### config.mk
export PLATFORM = sky130hd
export DESIGN_NAME = seg_scan
export DESIGN_NICKNAME = d
export VERILOG_FILES = /design/src/rtl/seg_scan.sv
export SDC_FILE = /design/constraint.sdc
export NUM_CORES = 1
export LEC_CHECK = 0
export ABC_AREA = 1
export BUFFER_PORTS_ARGS = -buffer_cell sky130_fd_sc_hd__clkbuf_2
export CAP_MARGIN = 30
export CORE_MARGIN = 8
export CORE_UTILIZATION = 55
export CTS_BUF_LIST = sky130_fd_sc_hd__clkbuf_16
export DETAILED_ROUTE_END_ITERATION = 8
export GPL_ROUTABILITY_DRIVEN = 1
export PLACE_DENSITY = 0.82
export RECOVER_POWER = 50
export SLEW_MARGIN = 40
export SYNTH_ARGS = -nofsm -noshare
export SYNTH_HDL_FRONTEND = slang
export SYNTH_SLANG_ARGS = --single-unit
### constraint.sdc
create_clock -name clk -period 4.18 [get_ports clk]
set_input_delay 0.836 -clock clk [delete_from_list [all_inputs] [get_ports clk]]
set_output_delay 0.836 -clock clk [all_outputs]
set_load 0.03 [all_outputs]
### src/rtl/seg_scan.sv
// seg_scan: time-multiplexed seven-segment scan driver.
// A shadow register holds the value on display. A prescaler divides the clock
// into digit slots, and a registered output stage presents one nibble per slot
// with its active-low digit enable. Leading-zero blanking is optional.
module seg_scan #(
    parameter int DIGITS = 8,
    parameter int DIV    = 50000,
    localparam int IW    = (DIGITS > 1) ? $clog2(DIGITS) : 1,
    localparam int CW    = (DIV > 1) ? $clog2(DIV) : 1
) (
    input  logic                  clk,
    input  logic                  rst,
    input  logic                  load,
    input  logic [4*DIGITS-1:0]   value,
    input  logic                  blank_lz,
    output logic [3:0]            hex,
    output logic [DIGITS-1:0]     an,
    output logic [IW-1:0]         idx
);

    logic [4*DIGITS-1:0] r_shadow;
    logic [CW-1:0]       r_cnt;
    logic [IW-1:0]       r_sel;
    logic [3:0]          r_hex;
    logic [DIGITS-1:0]   r_an;
    logic [IW-1:0]       r_idx;

    logic                w_tick;
    logic                w_blank;
    logic [3:0]          w_nib [DIGITS];
    logic [DIGITS-1:0]   w_zero_from;
    logic [DIGITS-1:0]   w_an_next;

    assign w_tick = (r_cnt == CW'(DIV - 1));

    // Per-digit views of the shadow register. w_zero_from[k] is set when
    // nibbles k..DIGITS-1 are all zero, i.e. digit k is a leading zero.
    // Each bit is a direct reduction over the upper slice rather than a
    // ripple chain, so no bit of the vector depends on another.
    for (genvar gi = 0; gi < DIGITS; gi++) begin : g_digit
        assign w_nib[gi]       = r_shadow[4*gi +: 4];
        assign w_zero_from[gi] = ~|r_shadow[4*DIGITS-1 : 4*gi];
    end

    // Digit 0 is never blanked so an all-zero value still shows one "0".
    assign w_blank = blank_lz && (r_sel != '0) && w_zero_from[r_sel];

    // One-cold enable for the selected digit; all ones when it is blanked.
    for (genvar gi = 0; gi < DIGITS; gi++) begin : g_an
        assign w_an_next[gi] = !((r_sel == IW'(gi)) && !w_blank);
    end

    // Shadow register: captures the datapath value on load; reset wins over load.
    always_ff @(posedge clk) begin
        if (rst) begin
            r_shadow <= '0;
        end else if (load) begin
            r_shadow <= value;
        end
    end

    // Prescaler and digit index: the index advances once per DIV-cycle slot.
    always_ff @(posedge clk) begin
        if (rst) begin
            r_cnt <= '0;
            r_sel <= '0;
        end else begin
            if (w_tick) begin
                r_cnt <= '0;
                if (r_sel == IW'(DIGITS - 1)) begin
                    r_sel <= '0;
                end else begin
                    r_sel <= r_sel + 1'b1;
                end
            end else begin
                r_cnt <= r_cnt + 1'b1;
            end
        end
    end

    // Output register: hex and an switch on the same edge, so two digits
    // are never enabled together. The display is dark while in reset.
    always_ff @(posedge clk) begin
        if (rst) begin
            r_hex <= 4'h0;
            r_an  <= '1;
            r_idx <= '0;
        end else begin
            r_hex <= w_nib[r_sel];
            r_an  <= w_an_next;
            r_idx <= r_sel;
        end
    end

    assign hex = r_hex;
    assign an  = r_an;
    assign idx = r_idx;

endmodule

==> results by group <==
Status
  – Status: complete, no violations

Drt
  – Routed Wire Length: around 7.1 mm
  – Routed vias: 2766
  – Iter 0 DRT Violations: ~190
  – Wire per inst: 13.3 µm
  – DRC Markers: 0
  – Drt first pass iters: 5
  – DR vias/cell: slightly above 5
  – Antenna-violating nets left: 0

Power and ir drop
  – Power per Cell Area: just over 400 mW/mm²
  – Sw Pwr: 0.338 mW
  – Internal: about 1.1 mW
  – Peak supply drop: between 0.3 and 0.4 mV
  – Lkg Pwr: approximately 1.5 nW
  – Pwr Total: about 1.4 mW
  – Clock share of power: 0.453
  – Switching share of power: 0.238
  – Logic pwr share: 0.072
  – Flop pwr share: 0.475

Yosys
  – Number of enable flip-flop cells after synthesis: 0
  – Post-Synthesis Cells: 411
  – Count leader, synth: nor2_1
  – Synth Warn #: 0
  – Yosys reg bits: 66
  – Syn avg cell area: about 7.3 µm²
  – Yosys cell types: 29
  – Most used flip-flop cell after synthesis: dfxtp_1
  – Top cells by area, synth: dfxtp_1, nor2_1, o21ai_0
  – Synth top cells by count: nor2_1, dfxtp_1, nand2_1
  – Synthesized area: about 0.003 mm²
  – Area fraction of the dominant cell type after synthesis: 0.441
  – Cell taking the most area after synthesis: dfxtp_1
  – Syn Nets: between 400 and 500
  – Seq/Total Area, Yosys: 0.441
  – Async set-reset flop share out of synthesis: 0

Finish
  – Finished layout cell area: between 0.003 and 0.004 mm²
  – Layout cells sized above 1: 0.165
  – Fillers: roughly 460
  – N_diodes: 0
  – Fin cells: ~530
  – Area growth syn-to-layout: 16.1%
  – Nets@finish: 500

STA
  – Min cycle time layout: around 2.4 ns
  – Final hold violations: 0
  – Worst Clk Skew: approximately 0.0069 ns
  – Final setup violation count: 0
  – Period utilization: 0.566
  – RSZ-0062 raised after global routing: false
  – Setup TNS: 0 ns
  – Worst-Margin Slew: 0.833 ns
  – Setup ws final: approximately 1.8 ns
  – Slew HR: 0.444
  – Max Fclk: between 400 and 500 MHz
  – Slew Limit Fails: 0

Clock network
  – Clock-pin slew on the worst setup and hold paths: about 0.05 ns
  – Post-CTS setup buffer count: 0
  – Worst-Skew Late Latency: 0.33 ns
  – H-tree levels: 3
  – CTS Hold Bufs: 0
  – Buffer depth of the longest clock path: 2
  – Total CTS buffers: 9
  – Clk root buf: clkbuf_16
  – PostCTS Resize Cnt: 0
  – # clock sinks: between 60 and 70
  – TritonCTS clock tree: done

Setup path
  – CP max stage delay: between 0.7 and 0.8 ns
  – CP Data Required Time: approximately 4.5 ns
  – Setup CP Type: flip-flop to flip-flop
  – Slowest CP cell: dfxtp_1
  – Critical path cell sequence: inv_1, ha_1, inv_1, nand2_1, nor2_1, nand2_1, nor2_1, nand3_1, nand2_1, nand2_1, nand2_1
  – Critical Path AT: ~2.6 ns
  – Startpoint types: flip-flop
  – Most common cell on crit path: nand2_1
  – CP Capture Type: flip-flop
  – Max Fanout on Critical Path: 26

Floorplanning
  – # IOs: around 50
  – Die width: 89.8 µm
  – Chip Height: ~90 µm
  – Standard-cell rows: 27
  – Core area: roughly 0.0054 mm²
  – Starting Density: 0.558
  – Die area: 0.00807 mm²

GRT
  – Antenna violations before repair: 0
  – Pin count of the biggest net entering global routing: 46
  – Total congestion overflow: 0
  – First-pass GRT wire length: ~12 mm
  – Gr usage total: 0.178
  – Vias in the first global route: approximately 2600

Placed design
  – I/O Buffers: 50
  – HPWL after DPL: between 5 and 6 mm
  – Place WS: ~2.1 ns
  – Dpl cells: roughly 520
  – RD Place Congestion: about 0.90
  – DP Area: about 0.0033 mm²

Job
  – Max-cap violations: 0

Hold path
  – Worst Hold Class: flip-flop to flip-flop
power by group through the flow:
stage / sequential, mW / clock (mW) / combinational [mW]
finish: 0.674 / 0.643 / 0.103
global route: 0.676 / 0.679 / 0.117
CTS: 0.674 / 0.646 / 0.104
detailed placement: 0.686 / 0 / 0.102
global placement: 0.685 / 0 / 0.0998
floorplan: 0.685 / 0 / 0.0665
path summary, 6_finish.rpt:
| path | from | end | slack, ns | depth (start not counted) |
|---|---|---|---|---|
| worst max-delay path | r_sel[0]$_SDFFE_PP0P_ | an[4]$_SDFF_PP1_ | 1.82 | 11 |
| worst min register to register | r_shadow[13]$_SDFFE_PP0P_ | r_shadow[13]$_SDFFE_PP0P_ | 0.48 | 2 |
| worst min-delay path | r_shadow[13]$_SDFFE_PP0P_ | r_shadow[13]$_SDFFE_PP0P_ | 0.48 | 2 |
| worst max register to register | r_sel[0]$_SDFFE_PP0P_ | an[4]$_SDFF_PP1_ | 1.82 | 11 |
sequential cells by signal (all words and copies together), names as in the netlist:
| signal | cells |
|---|---|
| r_cnt | 16 |
| r_shadow | 32 |
| hex | 4 |
| r_sel | 3 |
| idx | 3 |
| an | 8 |
cell families after synthesis:
kind of cell,count (synthesis),synth area share
buf+inv,58,0.0788
xor+xnor,2,0.00584
flops,66,0.441
fa+ha+maj,7,0.0292
compound gates,104,0.186
simple gates,174,0.259
layout by cell type, fill, tap and decap left out:
| master | instances |
|---|---|
| nor2_1 | 79 |
| dfxtp_1 | 66 |
| nand2_1 | 59 |
| o21ai_0 | 54 |
| a21oi_1 | 40 |
| clkbuf_2 | 39 |
| inv_1 | 38 |
| clkbuf_1 | 11 |
| clkbuf_16 | 9 |
| nand4_1 | 8 |
| nand3_1 | 8 |
| ha_1 | 7 |
| inv_2 | 6 |
| nor2_2 | 5 |
| nor3_2 | 3 |
| nand3_2 | 3 |
| a21oi_2 | 3 |
| a21o_1 | 3 |
| clkinv_2 | 3 |
| nand2_2 | 2 |
| nor2_4 | 2 |
| or2_0 | 2 |
| a21boi_1 | 2 |
| clkinv_1 | 2 |
| o21ai_1 | 1 |
| nand2_4 | 1 |
| nor3_1 | 1 |
| xor2_1 | 1 |
| o211ai_1 | 1 |
| xnor2_1 | 1 |
| nand3b_1 | 1 |
stage by stage:
| step | hold WS (ns) | utilization |
|---|---|---|
| 4_1_cts | 0.475 | 0.655 |
| 5_1_grt | 0.502 | 0.648 |
| 3_5_place_dp | 0.469 | 0.608 |
| 6_report | 0.476 | 0.648 |
| 2_1_floorplan | 0.425 | - |
| 3_3_place_gp | 0.444 | 0.608 |
worst max-delay path: cells and delay by family, from the launching register on:
family | cells | cell delay (ns)
flip-flops | 1 | 0.77
AND/OR/NAND/NOR | 8 | 0.66
buffers and inverters | 2 | 0.52
adder cells (fa/ha/maj) | 1 | 0.35
final cells by class:
cell class / instances / area (µm²) / area share
repair buffers: 50 / 236 / 0.0679
clock inverters: 6 / 26.3 / 0.00754
well taps: 72 / 90.1 / 0.0259
flip-flops and latches: 66 / 1320 / 0.379
inverters: 43 / 161 / 0.0463
multi-input cells: 287 / 1420 / 0.408
clock buffers: 9 / 225 / 0.0647
routing by layer:
metal	vias up	track usage	routed length, µm
li1	1419	-	-
met1	1244	0.208	3120
met2	91	0.291	3380
met3	12	0.0549	451
met4	0	0.0804	144
met5	-	0	0
Power figures use the tool's default switching activity.
